### config.mk
export PLATFORM = sky130hd
export DESIGN_NAME = du_uart_arbiter
export DESIGN_NICKNAME = d
export VERILOG_FILES = /design/src/rtl/du_uart_arbiter.sv
export SDC_FILE = /design/constraint.sdc
export NUM_CORES = 1
export LEC_CHECK = 0
export CORE_MARGIN = 1.5
export CORE_UTILIZATION = 34
export CTS_CLUSTER_SIZE = 8
export DETAILED_ROUTE_END_ITERATION = 8
export PLACE_DENSITY = 0.77
export SLEW_MARGIN = 20
export SYNTH_ARGS = -nofsm -noshare
export SYNTH_HDL_FRONTEND = slang
export SYNTH_SLANG_ARGS = --single-unit
### constraint.sdc
create_clock -name clk -period 1.5 [get_ports clk]
set_input_delay 0.45 -clock clk [delete_from_list [all_inputs] [get_ports clk]]
set_output_delay 0.45 -clock clk [all_outputs]
set_load 0.01 [all_outputs]
### src/rtl/du_uart_arbiter.sv
// du_uart_arbiter
//
// Shares the debug unit's single UART byte channel (Rx FIFO read, Tx FIFO
// write, Tx start) among NUM_REQ sub-units. Index 0 is the master controller.
// A requester owns the channel from grant until it drops its request. Only
// the owner's strobes are registered onto the UART outputs. Only the owner
// sees the UART done pulses.
//
// Optional feature: define DU_ARB_ROUND_ROBIN_EN for round-robin arbitration.
// Without it, the lowest requesting index wins and no pointer is kept.
//
// Ports
//   clk          system clock, rising edge
//   i_rst_n      asynchronous active-low reset
//   i_req        per-requester channel request (level)
//   i_rd         per-requester Rx FIFO read strobe
//   i_wr         per-requester Tx FIFO write strobe
//   i_tx_start   per-requester Tx start strobe
//   i_wdata      per-requester write data, slice k = [k*NB_UART_DATA +: NB_UART_DATA]
//   i_rx_done    UART Rx byte-done pulse
//   i_tx_done    UART Tx byte-done pulse
//   o_gnt        one-hot grant or zero
//   o_busy       channel owned
//   o_rd         registered UART read strobe
//   o_wr         registered UART write strobe
//   o_tx_start   registered UART Tx start strobe
//   o_wdata      registered UART write data
//   o_rx_done    Rx done routed to owner only
//   o_tx_done    Tx done routed to owner only
module du_uart_arbiter #(
  parameter int unsigned NUM_REQ      = 4,
  parameter int unsigned NB_UART_DATA = 8
) (
  input  logic                              clk,
  input  logic                              i_rst_n,
  input  logic [NUM_REQ-1:0]                i_req,
  input  logic [NUM_REQ-1:0]                i_rd,
  input  logic [NUM_REQ-1:0]                i_wr,
  input  logic [NUM_REQ-1:0]                i_tx_start,
  input  logic [NUM_REQ*NB_UART_DATA-1:0]   i_wdata,
  input  logic                              i_rx_done,
  input  logic                              i_tx_done,
  output logic [NUM_REQ-1:0]                o_gnt,
  output logic                              o_busy,
  output logic                              o_rd,
  output logic                              o_wr,
  output logic                              o_tx_start,
  output logic [NB_UART_DATA-1:0]           o_wdata,
  output logic [NUM_REQ-1:0]                o_rx_done,
  output logic [NUM_REQ-1:0]                o_tx_done
);

  localparam int unsigned OwnerW = (NUM_REQ > 1) ? $clog2(NUM_REQ) : 1;

  typedef enum logic [1:0] {
    StIdle    = 2'd0,
    StGrant   = 2'd1,
    StRelease = 2'd2
  } state_e;

  state_e                  state_q, state_d;
  logic [OwnerW-1:0]       owner_q, owner_d;
  logic [NUM_REQ-1:0]      gnt_q, gnt_d;
  logic                    rd_q, rd_d;
  logic                    wr_q, wr_d;
  logic                    tx_start_q, tx_start_d;
  logic [NB_UART_DATA-1:0] wdata_q, wdata_d;

  logic                    win_found;
  logic [OwnerW-1:0]       win_idx;

`ifdef DU_ARB_ROUND_ROBIN_EN
  logic [OwnerW-1:0]       ptr_q, ptr_d;
  logic [OwnerW-1:0]       owner_next;

  // Owner + 1 modulo NUM_REQ; explicit wrap so non-power-of-2 counts work.
  assign owner_next = (owner_q == OwnerW'(NUM_REQ - 1)) ? '0 : owner_q + 1'b1;

  // Search upward from the pointer, wrapping at NUM_REQ.
  always_comb begin
    int unsigned idx;
    win_found = 1'b0;
    win_idx   = '0;
    idx       = 0;
    for (int unsigned i = 0; i < NUM_REQ; i++) begin
      idx = (32'(ptr_q) + i) % NUM_REQ;
      if (!win_found && i_req[idx]) begin
        win_found = 1'b1;
        win_idx   = OwnerW'(idx);
      end
    end
  end
`else
  // Fixed priority: walking downward leaves the lowest asserted index.
  always_comb begin
    win_found = 1'b0;
    win_idx   = '0;
    for (int i = NUM_REQ - 1; i >= 0; i--) begin
      if (i_req[i]) begin
        win_found = 1'b1;
        win_idx   = OwnerW'(i);
      end
    end
  end
`endif

  always_comb begin
    state_d    = state_q;
    owner_d    = owner_q;
    gnt_d      = '0;
    rd_d       = 1'b0;
    wr_d       = 1'b0;
    tx_start_d = 1'b0;
    wdata_d    = '0;
`ifdef DU_ARB_ROUND_ROBIN_EN
    ptr_d      = ptr_q;
`endif
    unique case (state_q)
      StIdle: begin
        if (win_found) begin
          owner_d = win_idx;
          gnt_d   = NUM_REQ'(1) << win_idx;
          state_d = StGrant;
        end
      end
      StGrant: begin
        // Forwarded even on the edge the owner drops its request.
        rd_d       = i_rd[owner_q];
        wr_d       = i_wr[owner_q];
        tx_start_d = i_tx_start[owner_q];
        wdata_d    = i_wdata[32'(owner_q)*NB_UART_DATA +: NB_UART_DATA];
        gnt_d      = gnt_q;
        if (!i_req[owner_q]) begin
          gnt_d   = '0;
          state_d = StRelease;
`ifdef DU_ARB_ROUND_ROBIN_EN
          ptr_d   = owner_next;
`endif
        end
      end
      StRelease: begin
        // One idle cycle so two owners are never back-to-back.
        state_d = StIdle;
      end
      default: begin
        state_d = StIdle;
      end
    endcase
  end

  always_ff @(posedge clk or negedge i_rst_n) begin
    if (!i_rst_n) begin
      state_q    <= StIdle;
      owner_q    <= '0;
      gnt_q      <= '0;
      rd_q       <= 1'b0;
      wr_q       <= 1'b0;
      tx_start_q <= 1'b0;
      wdata_q    <= '0;
    end else begin
      state_q    <= state_d;
      owner_q    <= owner_d;
      gnt_q      <= gnt_d;
      rd_q       <= rd_d;
      wr_q       <= wr_d;
      tx_start_q <= tx_start_d;
      wdata_q    <= wdata_d;
    end
  end

`ifdef DU_ARB_ROUND_ROBIN_EN
  always_ff @(posedge clk or negedge i_rst_n) begin
    if (!i_rst_n) begin
      ptr_q <= '0;
    end else begin
      ptr_q <= ptr_d;
    end
  end
`endif

  assign o_gnt      = gnt_q;
  assign o_busy     = (state_q == StGrant);
  assign o_rd       = rd_q;
  assign o_wr       = wr_q;
  assign o_tx_start = tx_start_q;
  assign o_wdata    = wdata_q;
  assign o_rx_done  = {NUM_REQ{i_rx_done}} & gnt_q;
  assign o_tx_done  = {NUM_REQ{i_tx_done}} & gnt_q;

endmodule

# == Yosys cells after proc, flatten, opt, wreduce, memory -nomap -nowiden ==
# Index checks and enable logic that the tools add are counted.
# Widths: inputs -> output; s select.
# word_totals
register_bits,19
wordCells,44
out_inout_bits,24
# classes
n_lt_le_gt_ge,1
bitwise_logic,2
n_shift,2
n_reduce_logical,3
eq_ne,3
mux,26
# ops
cell,n
$shiftx 32x6->8,1
$mux 2,6
$mux 1,11
$and 4x4->4,2
$bmux 1 s2,4
$mux 4,2
$mux 8,1
$pmux 4 s2,1
$ne 2x2->1 const B,2
$pmux 2 s2,1
$reduce_and 2->1,2
$shl 1x2->4 const A,1
$lt 2x3->1 const B,1
$eq 2x1->1 const B,1
$logic_not 2->1,1

# == Longest topological paths before layout ==
# Gate-level depths: netlist (run 1).
# logic_depth
ltp_word,7
ltp_mapped,5
mapped_depth_nobuf,3

# == Worst setup path after synthesis (run 1) ==
# No wires, ideal clock.
# synth_timing
path_kind,register -> register
start,register owner_q[0]
end,register wdata_q[0] (netlist: o_wdata[0])
t_arrival_ns,1.253
path_slack_ns,0.128
synth_period_minus_slack_ns,1.372
setup_time_ns,0.119
path_stages_with_launch,5
required_time_ns,1.381
path_cell_list,dfrtp_1 -> buf_6 -> buf_6 -> mux4_1 -> and2_1
# synth_between
elab_chain_cells,2
# synth_lines
element,line_no,rtl
start: declaration,62,"logic [OwnerW-1:0] owner_q, owner_d;"
start signal: assignment,162,owner_q <= owner_d;
$shiftx 32x6->8,131,wdata_d = i_wdata[32'(owner_q)*NB_UART_DATA +: NB_UART_DATA];
$mux 8,118,unique case (state_q)
named net wdata_d[0],67,"logic [NB_UART_DATA-1:0] wdata_q, wdata_d;"
end signal: assignment,167,wdata_q <= wdata_d;
end: declaration,67,
# The timed path passes the listed nets, and every way through them passes these cells.
# A chain may end at the register's enable or synchronous reset.

# == Final worst setup path (run 1) ==
# layout_timing
start,register gnt_q[1] (netlist: o_gnt[1])
end,output o_tx_done[1]
# layout_between
elab_chain_cells,1
# layout_lines
element,line_no,rtl
start: declaration,63,"logic [NUM_REQ-1:0] gnt_q, gnt_d;"
start signal: assignment,163,gnt_q <= gnt_d;
$and 4x4->4,188,assign o_tx_done = {NUM_REQ{i_tx_done}} & gnt_q;
end: declaration,50,output logic [NUM_REQ-1:0] o_tx_done
# Every way passes these cells.

==> results.md, run 1 <==
Outcome:
- The run finished, with violations left.
- The final reports fail on setup timing.

Worst setup path:
- The stage delay of the slowest cell on the critical path is 410 ps.
- The most numerous cell type found on the critical path is sky130_fd_sc_hd__buf_6.
- The category of the worst setup path launch point is a flop.
- In this run the register-to-register setup slack is 50 ps.
- The critical path arrival is 1080 ps.
- The startpoint identified for the worst register-to-register timing path is owner_q[0].
- The type of the worst setup path is reg -> out.
- The endpoint identified for the worst register-to-register timing path is o_tx_start.
- The library cell contributing the largest single delay on the critical path is sky130_fd_sc_hd__dfrtp_1.
- The most critical setup path has its startpoint at o_gnt[1].
- The peak fanout along the critical path is 3.
- The endpoint type of the worst setup path is an output pin.
- At the worst endpoint, the required time is 1050 ps.
- Traced cell by cell, the critical path runs through buf_6, and2_4, buf_6.
- The number of cells on the worst reg-to-reg path is 3.

Detailed routing:
- In the routed design, unresolved DRC markers number 0.
- The final route contains 1020 vias.
- The remaining antenna violation count is 0.
- The average wire per standard cell is 15.2 µm.
- The iteration count of the initial detailed-routing pass is 4.
- Dividing the detail-routed via count by the number of cells gives 4.74.
- The routed design has 3270 µm of wire.
- The detailed router finished its first iteration with 22 violations.

Yosys:
- In the synthesized netlist the async set-or-reset flop fraction comes to 100%.
- Counting distinct cell types in the post-synthesis netlist gives 17.
- The synthesized netlist occupies a cell area of 1070 µm².
- The synthesized area divided by synthesized cell count is 13.9 µm².
- The Yosys step of the flow raised 0 warnings.
- The post-synthesis register bit count is 19.
- Synthesis produced a netlist whose cell count is 77.
- The count of flip-flops with a built-in enable after synthesis is 0.
- The fraction of the yosys area taken by sequential cells is 44.3%.
- The most used flip-flop cell after synthesis is sky130_fd_sc_hd__dfrtp_1.
- The synthesized net count is 129.

Placement:
- In this run the cell area measured after placement is 1940 µm².
- The HPWL reported at the end of detailed placement is 2610 µm.
- The final weighted congestion in routability-driven placement is 0.808.
- During placement, the flow inserted port buffers numbering 75.

Die:
- Pin placement for this block handled 76 I/O pins.
- The y dimension of the die is 59.2 µm.
- The full die area is 3500 µm².
- The overall die width is 59.2 µm.
- The floorplan row count is 20.
- For this configuration, the core starts out at a cell density of 35.4%.
- The core region is 3030 µm².

Clock network:
- The clock root buffer is sky130_fd_sc_hd__clkbuf_4.
- The CTS tree is built.
- The clock insertion delay at the later pin of the skew report is 290 ps.
- No sink is reached through more buffers than the 2 on the longest clock path.
- The CTS clock-pin slew for the worst setup and hold paths is 100 ps.
- Buffers inserted to repair hold after CTS numbered 0.
- The number of clock sinks is 19.
- The H-tree level count is 1.
- The CTS buffer count is 3.

Global routing:
- The via count of the first global-routing pass is 1035.
- Global routing used 20.0% of the available tracks.
- Global routing finished with a remaining overflow of 0.
- The global-route wire length before repair is 5160 µm.
- The pin count of the biggest net entering global routing is 20.
- The number of antenna violations at the first check in global routing is 0.

STA:
- The number of hold violations in the final report was 0.
- The clock period minus final worst setup slack is 1530 ps.
- Setup repair after global routing could not meet its margin everywhere.
- The worst-case hold slack is 477 ps.
- The aggregate negative setup slack is -89.7 ps.
- The pin slew with the least headroom to its limit is 301 ps.
- The number of pins with negative max-slew slack in the final report is 0.
- Setup violations remaining at the end of the flow were counted as 5.
- For this run, the top clock speed supported by timing is 653 MHz.
- The setup slack of the critical path after layout is -30.5 ps.
- Headroom to the max-slew limit came out at 79.9%.
- The final worst-path cycle share is 102%.
- The worst-case clock skew is 9.53 ps.

Final layout:
- The number of nets in the finished design is 224.
- The count of antenna diodes in the layout is 0.
- Cells with a size suffix above 1 make up 25.7% of the layout.
- The growth of design area from synthesis to finish is 90.5%.
- Once layout is done, the placed cells without fillers occupy 2040 µm².

Flow run:
- The tool flagged a number of max-cap violations equal to 0.

Pwr:
- Across the VDD grid, the largest voltage drop is 0.644 mV.
- In this run the static leakage power is 0.988 nW.
- For this design the ratio of total power to cell area is 1260 nW/µm².

Worst hold path:
- The tightest min-delay check is of the in -> async type.
worst max-delay path by stage:
stage	end	slack, ps
floorplan	o_wdata[0]	130
global placement	o_rx_done[0]	-540
detailed placement	o_tx_done[0]	-620
CTS	o_tx_done[1]	-30
global route	o_tx_done[2]	-70
finish	o_tx_done[1]	-30
synth_stat cells, types with 3 or more instances:
| library cell | instances | area, µm² |
|---|---|---|
| sky130_fd_sc_hd__nor2_1 | 4 | 15.0 |
| sky130_fd_sc_hd__dfrtp_1 | 19 | 475 |
| sky130_fd_sc_hd__a21oi_1 | 3 | 15.0 |
| sky130_fd_sc_hd__mux4_1 | 10 | 263 |
| sky130_fd_sc_hd__and2_1 | 19 | 119 |
| sky130_fd_sc_hd__nor3_1 | 3 | 15.0 |
critical path: cells and delay by family, from the launching register on:
family                 cells  cell delay, ps
flip-flops                 1             410
AND/OR/NAND/NOR            1             150
buffers and inverters      2             240
registers in the layout (all words and copies together) (netlist names):
signal      flops
o_gnt           4
o_rd            1
o_tx_start      1
o_wdata         8
o_wr            1
owner_q         2
state_q         2
repair_timing:
action,in CTS,in global routing
setup buffers,6,2
setup endpoints to repair,26,12
resized for setup,65,11
pin swaps,3,1
hold endpoints to repair,0,0
area by class of cell:
class                      count  area (µm²)
fill                         214         985
multi-input combinational     54         584
sequential                    19         477
clock buffer                   4        26.3
timing repair buffer          94         901
tap                           44        55.1
cell families (layout without fill, tap and decap cells):
logic type / count (synthesis) / count (layout) / share of synthesized area [%]
AND/OR/NAND/NOR: 35 / 35 / 18.8
flip-flops: 19 / 19 / 44.3
multiplexers: 12 / 12 / 28.7
AO/OA/AOI/OAI: 7 / 7 / 5.13
buffers and inverters: 4 / 98 / 3.03
placed cells by master (no fill, tap or decap), types with 2 or more instances in the layout:
cell type | Yosys | layout
sky130_fd_sc_hd__dlymetal6s2s_1 | 0 | 4
sky130_fd_sc_hd__clkbuf_4 | 0 | 3
sky130_fd_sc_hd__a32o_1 | 2 | 2
sky130_fd_sc_hd__clkdlybuf4s15_1 | 0 | 2
sky130_fd_sc_hd__dfrtp_1 | 19 | 18
sky130_fd_sc_hd__nor2_1 | 4 | 4
sky130_fd_sc_hd__a21oi_1 | 3 | 3
sky130_fd_sc_hd__nor2b_1 | 2 | 2
sky130_fd_sc_hd__and2_1 | 19 | 13
sky130_fd_sc_hd__buf_2 | 2 | 3
sky130_fd_sc_hd__and2_4 | 0 | 6
sky130_fd_sc_hd__mux4_1 | 10 | 10
sky130_fd_sc_hd__buf_4 | 0 | 15
sky130_fd_sc_hd__dlygate4sd2_1 | 0 | 15
sky130_fd_sc_hd__mux4_2 | 2 | 2
sky130_fd_sc_hd__clkdlybuf4s50_1 | 0 | 45
sky130_fd_sc_hd__nand2_1 | 2 | 2
sky130_fd_sc_hd__buf_6 | 2 | 9
sky130_fd_sc_hd__or2_2 | 2 | 2
sky130_fd_sc_hd__and2b_1 | 2 | 2
sky130_fd_sc_hd__nor3_1 | 3 | 2
metal layers:
| metal | GRT usage, % | wire (µm) |
|---|---|---|
| met5 | 0 | 0 |
| met4 | 7.14 | 72 |
| met3 | 3.93 | 70 |
| met2 | 34.4 | 1780 |
| met1 | 25.0 | 1350 |
through the flow:
stage	worst slack, ps	std cells	power (mW)	utilization (%)
2_1_floorplan	128	77	1.63	-
3_3_place_gp	-536	203	2.32	64.1
3_5_place_dp	-619	203	2.36	64.1
4_1_cts	-34.7	213	2.54	65.7
5_1_grt	-70.3	215	2.73	67.5
6_report	-30.5	215	2.56	67.5
where the power goes:
part | switching, mW | internal (mW)
Combinational | 0.617 | 0.910
Sequential | 0.0979 | 0.696
Clock | 0.141 | 0.103
Total | 0.855 | 1.71
(Power assumes the default switching activity.)
==> inputs of run 2 (changes only) <==
--- a/config.mk
+++ b/config.mk
@@ -6,10 +6,10 @@
 export NUM_CORES = 1
 export LEC_CHECK = 0
 export CORE_MARGIN = 1.5
-export CORE_UTILIZATION = 34
+export CORE_UTILIZATION = 37
 export CTS_CLUSTER_SIZE = 8
 export DETAILED_ROUTE_END_ITERATION = 8
-export PLACE_DENSITY = 0.77
+export PLACE_DENSITY = 0.83
 export SLEW_MARGIN = 20
 export SYNTH_ARGS = -nofsm -noshare
 export SYNTH_HDL_FRONTEND = slang
==> constraint.sdc (replaced) <==
create_clock -name clk -period 1.77 [get_ports clk]
set_input_delay 0.531 -clock clk [delete_from_list [all_inputs] [get_ports clk]]
set_output_delay 0.531 -clock clk [all_outputs]
set_load 0.01 [all_outputs]
==> run 2 against run 1 <==
The run now ends clean. Count of clock-buffer cells in the layout did not move. Design area decreased by 5.0%. Total power decreased by 15%. Register-to-register slack improved by 180 ps. Clock skew barely moved. Critical endpoint is now o_tx_done[0]. Routed wire length fell by 2.0%. Combinational power fell by 16%. Sequential power fell by 14%. Setup slack improved by 68 ps. Largest cell class unchanged.
==> results.md, run 2 (same netlist as run 1, synthesis figures left out) <==
Worst hold path:
- The type of the tightest min-delay check is reg -> reg (was in -> async).
- The source of the worst hold timing path is state_q[1].

Final layout:
- The area taken by flip-flops and latches is 475 µm² (was 477 µm²).
- The fraction of layout cells with a size suffix above 1 was 16.4% (was 25.7%).
- The number of fillers in the final layout is 206 (was 214).
- The number of flip-flops under the largest register name is 8 (unchanged).
- The growth of design area from synthesis to finish came to 81.0% (was 90.5%).
- The area used by multi-input combinational logic is 564 µm² (was 584 µm²).
- The final cell count without fillers came to 196 (was 215).
- The most frequent standard cell in the layout excluding fill and tap cells is sky130_fd_sc_hd__clkdlybuf4s50_1 (unchanged).
- The count of antenna diodes in the layout is 0 (unchanged).
- The number of nets in the finished design is 218 (was 224).
- Most used cells in the layout excluding fill and tap cells: 59 x sky130_fd_sc_hd__clkdlybuf4s50_1, 19 x sky130_fd_sc_hd__and2_1, 19 x sky130_fd_sc_hd__dfrtp_1 (was 45 x sky130_fd_sc_hd__clkdlybuf4s50_1, 18 x sky130_fd_sc_hd__dfrtp_1, 15 x sky130_fd_sc_hd__dlygate4sd2_1, 15 x sky130_fd_sc_hd__buf_4, 13 x sky130_fd_sc_hd__and2_1).

Clock network:
- The H-tree level count is 1 (unchanged).
- The number of buffers on the longest clock path is 2 (unchanged).
- The hold buffer count at cts was 0 (unchanged).
- The CTS buffer count is 3 (unchanged).
- The number of clock sinks is 19 (unchanged).
- The CTS tree is built (unchanged).
- The clock insertion delay at the later pin of the skew report is 300 ps (was 290 ps).
- The CTS clock-pin slew for the worst setup and hold paths is 100 ps (about the same).
- The clock root buffer is sky130_fd_sc_hd__clkbuf_4 (unchanged).

Global routing:
- The pin count of the biggest net entering global routing is 20 (unchanged).
- The global-route wire length before repair is 5130 µm (was 5160 µm).
- The via count of the first global-routing pass came to 1088 (was 1035).
- The total congestion overflow is 0 (unchanged).
- The number of antenna violations at the first check in global routing came to 0 (unchanged).
- The total routing resource utilization after global routing is 21.1% (was 20.0%).

STA:
- The number of pins with negative max-slew slack in the final report came to 0 (unchanged).
- The pin slew with the least headroom to its limit is 288 ps (was 301 ps).
- Timing would allow up to 577 MHz.
- The normalized max-slew margin is 80.7% (was 79.9%).
- The aggregate negative setup slack is 0 ps (was -89.7 ps).
- The number of hold violations in the final report is 0 (unchanged).
- The final worst-path cycle share is 97.9%.
- The clock period minus final worst setup slack is 1730 ps.
- The number of setup violations in the final report is 0 (was 5).
- Setup repair after global routing missed its margin: false (was true).
- The worst-case clock skew came to 9.28 ps (was 9.53 ps).

Die:
- The overall die width was 56.8 µm (was 59.2 µm).
- The top-level I/O count is 76 (unchanged).
- The full die area is 3230 µm² (was 3500 µm²).
- The y dimension of the die is 56.8 µm (was 59.2 µm).
- The core box area is 2760 µm² (was 3030 µm²).
- The initial core utilization is 38.9% (was 35.4%).
- The floorplan row count is 19 (was 20).

Detailed routing:
- The remaining antenna violation count is 0 (unchanged).
- The total detailed-routing wirelength was 3210 µm (was 3270 µm).
- The total vias in the final route was 993 (was 1020).
- The number of remaining DRC errors came to 0 (unchanged).
- The initial detailed-routing violation count is 38 (was 22).
- The iteration count of the initial detailed-routing pass is 4 (unchanged).
- The via density per instance came to 5.07 (was 4.74).
- The average wire per standard cell is 16.4 µm (was 15.2 µm).

Flow run:
- The max-cap violation count is 0 (unchanged).

Placement:
- The HPWL reported at the end of detailed placement is 2740 µm (was 2610 µm).
- The final weighted congestion in routability-driven placement is 0.758 (was 0.808).
- The total of buffers placed on input and output ports came to 75 (unchanged).
- The number of instances in the placed design is 189 (was 203).

Worst setup path:
- The peak fanout along the critical path is 4 (was 3).
- The source of the critical timing path is i_tx_done (was o_gnt[1]).
- The worst endpoint required time is 1240 ps (was 1050 ps).
- The type of the worst setup path was in -> out (was reg -> out).
- The endpoint type of the worst setup path is an output pin (unchanged).
- The critical path arrival was 1200 ps (was 1080 ps).
- The category of the worst setup path launch point was a primary input (was flop).
- The launch point of the worst reg-to-reg path is owner_q[0] (unchanged).

Outcome:
- Outcome: finished clean (was finished with violations).

Pwr:
- The maximum vdd drop is 0.792 mV (was 0.644 mV).
- The static leakage is 0.915 nW (was 0.988 nW).
- The power density over the cells came to 1120 nW/µm² (was 1260 nW/µm²).
run 2: cell types whose count changed in the layout (fill, tap and decap cells not counted), sizes merged:
cell	previous run	this run
clkdlybuf4s50	45	59
buf	28	16
dlygate4sd2	15	7
clkbuf	4	6
clkdlybuf4s15	2	1
dlymetal6s2s	4	3
run 2: routing by layer:
| metal | global-route usage [%] | up-vias | routed length [µm] |
|---|---|---|---|
| met2 | 38.4 | 34 | 1840 |
| li1 | - | 468 | - |
| met1 | 25.6 | 487 | 1210 |
| met3 | 2.76 | 4 | 117 |
| met4 | 6.98 | 0 | 35 |
| met5 | 0 | - | 0 |
run 2: area by class of cell:
class,count,share of cell area (%)
clock buffers,4,1.35
multi-input cells,54,29.1
flip-flops and latches,19,24.5
well taps,31,2.00
repair buffers,88,43.1
run 2: metrics by stage:
stage	worst slack, ps	power (mW)	hold WS, ps	area [µm²]	utilization (%)
finish	38.0	2.17	551	1940	70.4
global route	15.8	2.32	560	1940	70.4
CTS	7.39	2.20	552	1960	70.9
detailed placement	-498	2.00	546	1920	69.5
global placement	-425	1.94	534	1920	69.5
floorplan	345	1.38	235	1070	-
run 2: final timing paths:
path                                      to  slack, ps  depth (start not counted)
worst min-delay path                o_gnt[1]        550                          2
max in group asynchronous         o_wdata[2]       1000                          2
worst max-delay path            o_tx_done[0]         40                          3
worst max register to register          o_rd        230                          3
min in group asynchronous           o_gnt[3]        560                          2
worst min register to register      o_gnt[1]        550                          2
run 2: power by group:
group,internal (mW),switching [mW]
Clock,0.0878,0.127
Combinational,0.776,0.499
Sequential,0.588,0.0928
Total,1.45,0.719
run 2: what timing repair did:
item                                    4_1_cts  5_1_grt
pin swaps                                     0        0
setup buffers                                 3        0
cloned                                        0        0
resized for setup                            24        7
endpoints found under the setup margin       13        7
run 2: critical path, cell delays in order:
cell and delay, ps:
sky130_fd_sc_hd__dlygate4sd2_1 260, sky130_fd_sc_hd__and2_1 140, sky130_fd_sc_hd__dlygate4sd2_1 280
==> inputs of run 3 (changes only) <==
--- a/config.mk
+++ b/config.mk
@@ -6,10 +6,11 @@
 export NUM_CORES = 1
 export LEC_CHECK = 0
 export CORE_MARGIN = 1.5
-export CORE_UTILIZATION = 37
+export CORE_UTILIZATION = 38
+export CTS_BUF_LIST = sky130_fd_sc_hd__clkbuf_2
 export CTS_CLUSTER_SIZE = 8
 export DETAILED_ROUTE_END_ITERATION = 8
-export PLACE_DENSITY = 0.83
+export PLACE_DENSITY = 0.85
 export SLEW_MARGIN = 20
 export SYNTH_ARGS = -nofsm -noshare
 export SYNTH_HDL_FRONTEND = slang
==> run 3 against run 2 <==
Maximum frequency shrank 0.97%. Sequential power shrank 2%. Critical endpoint is now o_tx_done[2]. Utilization grew 1.5 points.
==> results.md, run 3 (same netlist as run 1, synthesis figures left out) <==
STA:
- The clock period minus final worst setup slack is 1750 ps (was 1730 ps).
- The maximum clock frequency is 572 MHz (was 577 MHz).
- The number of hold violations in the final report is 0 (unchanged).
- The normalized max-slew margin is 79.9% (was 80.7%).
- Setup repair after global routing missed its margin: false (unchanged).
- The worst-case clock skew came to 8.64 ps (was 9.28 ps).
- The number of pins with negative max-slew slack in the final report was 0 (unchanged).
- The worst-case hold slack was 508 ps (was 551 ps).
- The number of setup violations in the final report is 0 (unchanged).
- The final worst-path cycle share is 98.8% (was 97.9%).
- The pin slew with the least headroom to its limit is 301 ps (was 288 ps).

Pwr:
- The static leakage is 0.977 nW (was 0.915 nW).
- The maximum vdd drop came to 0.797 mV (was 0.792 mV).
- The power share of the sequential group is 32.1% (was 31.4%).
- The internal power component is 1.35 mW (was 1.45 mW).
- The power density over the cells came to 1060 nW/µm² (was 1120 nW/µm²).
- The fraction of power consumed by the clock network is 9.4% (was 9.9%).
- The combinational group share of total power came to 58.5% (was 58.7%).
- The net switching share of the total power is 34.8% (was 33.1%).
- The net switching power is 0.721 mW (was 0.719 mW).

Worst setup path:
- The library cell contributing the largest single delay on the critical path was sky130_fd_sc_hd__dlygate4sd2_1 (unchanged).
- The critical path arrival is 1220 ps (was 1200 ps).
- The stage delay of the slowest cell on the critical path was 270 ps (was 280 ps).
- The worst endpoint required time is 1240 ps (about the same).
- The type of the worst setup path is in -> out (unchanged).
- Worst path cell trace: dlygate4sd2_1, and2_1, clkdlybuf4s15_1 (was dlygate4sd2_1, and2_1, dlygate4sd2_1).
- The category of the worst setup path launch point is a primary input (unchanged).
- The peak fanout along the critical path is 4 (unchanged).
- The endpoint type of the worst setup path was an output pin (unchanged).

Detailed routing:
- The via density per instance is 5.20 (was 5.07).
- The initial detailed-routing violation count is 33 (was 38).
- The total vias in the final route is 1014 (was 993).
- The remaining antenna violation count is 0 (unchanged).
- The total detailed-routing wirelength is 3170 µm (was 3210 µm).
- The number of remaining DRC errors was 0 (unchanged).
- The iteration count of the initial detailed-routing pass came to 4 (unchanged).
- The average wire per standard cell is 16.3 µm (was 16.4 µm).

Die:
- The core box area came to 2710 µm² (was 2760 µm²).
- The y dimension of the die is 56.1 µm (was 56.8 µm).
- The floorplan row count came to 19 (unchanged).
- The full die area came to 3150 µm² (was 3230 µm²).
- The top-level I/O count was 76 (unchanged).
- The overall die width is 56.1 µm (was 56.8 µm).
- The initial core utilization is 39.6% (was 38.9%).

Clock network:
- The CTS buffer count is 3 (unchanged).
- The hold buffer count at cts came to 0 (unchanged).
- The CTS clock-pin slew for the worst setup and hold paths is 200 ps (was 100 ps).
- The clock insertion delay at the later pin of the skew report came to 310 ps (was 300 ps).
- The clock root buffer is sky130_fd_sc_hd__clkbuf_2 (was sky130_fd_sc_hd__clkbuf_4).
- The number of clock sinks is 19 (unchanged).
- The number of buffers on the longest clock path is 2 (unchanged).
- The H-tree level count is 1 (unchanged).
- The CTS tree was built (unchanged).

Global routing:
- The global-route wire length before repair was 5150 µm (was 5130 µm).
- The total routing resource utilization after global routing is 21.5% (was 21.1%).
- The total congestion overflow came to 0 (unchanged).
- The via count of the first global-routing pass was 1059 (was 1088).
- The number of antenna violations at the first check in global routing is 0 (unchanged).
- The pin count of the biggest net entering global routing is 20 (unchanged).

Worst hold path:
- The type of the tightest min-delay check is in -> async (was reg -> reg).

Final layout:
- The number of nets in the finished design was 217 (was 218).
- The number of flip-flops under the largest register name is 8 (unchanged).
- The count of antenna diodes in the layout is 0 (unchanged).
- The growth of design area from synthesis to finish was 81.7% (was 81.0%).
- Most used cells in the layout excluding fill and tap cells: 49 x sky130_fd_sc_hd__clkdlybuf4s50_1, 19 x sky130_fd_sc_hd__and2_1, 19 x sky130_fd_sc_hd__dfrtp_1 (was 59 x sky130_fd_sc_hd__clkdlybuf4s50_1, 19 x sky130_fd_sc_hd__and2_1, 19 x sky130_fd_sc_hd__dfrtp_1).
- The fraction of layout cells with a size suffix above 1 is 14.6% (was 16.4%).
- The final cell count without fillers came to 195 (was 196).
- The most frequent standard cell in the layout excluding fill and tap cells is sky130_fd_sc_hd__clkdlybuf4s50_1 (unchanged).
- The share of the core filled with cells in the final layout is 71.9% (was 70.4%).

Flow run:
- The max-cap violation count came to 0 (unchanged).

Placement:
- The total of buffers placed on input and output ports is 75 (unchanged).
- The number of instances in the placed design is 189 (unchanged).
- The HPWL reported at the end of detailed placement came to 2690 µm (was 2740 µm).
- The final weighted congestion in routability-driven placement is 0.849 (was 0.758).

Outcome:
- Outcome: finished clean (unchanged).
==> run 3: cell count changes in the layout (fill, tap and decap cells not counted), sizes merged <==
cell           before  now
clkinvlp            0    1
clkdlybuf4s50      59   49
clkbuf              6    4
clkdlybuf4s15       1    8
dlymetal6s2s        3    8
buf                16   12
dlygate4sd2         7    9
==> run 3: critical path: cells and delay by family <==
family	cells	cell delay [ps]
and+or+nand+nor	1	180
buffers and inverters	2	510
==> run 3: repair_timing <==
| action | CTS | global route |
|---|---|---|
| gates resized for setup | 24 | 14 |
| buffers inserted | 1 | 1 |
| setup endpoints to repair | 16 | 13 |
| gates cloned | 0 | 0 |
==> run 3: worst paths after layout <==
path                            startpoint            to  slack (ps)  cells after the start
worst max-delay path             i_tx_done  o_tx_done[2]          20                      3
worst min-delay path               i_rst_n    state_q[0]         510                      2
worst max register to register  owner_q[0]          o_wr         200                      3
worst min register to register    o_gnt[0]      o_gnt[0]         580                      2
max in group asynchronous          i_rst_n      o_gnt[1]        1060                      2
min in group clk                  o_gnt[0]      o_gnt[0]         580                      2
==> run 3: layer usage <==
metal / routed length, µm / global-route usage [%]
met5: 0 / 0
met4: 66 / 8.84
met3: 190 / 3.49
met2: 1710 / 38.0
met1: 1210 / 25.9
==> run 3: metrics by stage <==
step	setup WS, ps	power (mW)	cell area [µm²]	TNS, ps
floorplan	345	1.38	1070	0
global placement	-426	1.91	1900	-3840
detailed placement	-514	1.96	1900	-4420
CTS	0.977	2.10	1920	0
global route	15.3	2.21	1950	0
finish	21.1	2.07	1950	0
==> run 3: power by group through the flow <==
stage	combinational, mW	clock [mW]	sequential (mW)
2_1_floorplan	0.648	0	0.731
3_3_place_gp	1.24	0	0.668
3_5_place_dp	1.28	0	0.681
4_1_cts	1.23	0.201	0.669
5_1_grt	1.30	0.225	0.684
6_report	1.21	0.194	0.665
==> run 3: area by class of cell <==
cell class | count | area [µm²]
clock buffer | 3 | 15.0
clock inverter | 1 | 7.51
tap | 31 | 38.8
fill | 190 | 762
sequential | 19 | 475
multi-input combinational | 54 | 564
timing repair buffer | 87 | 847
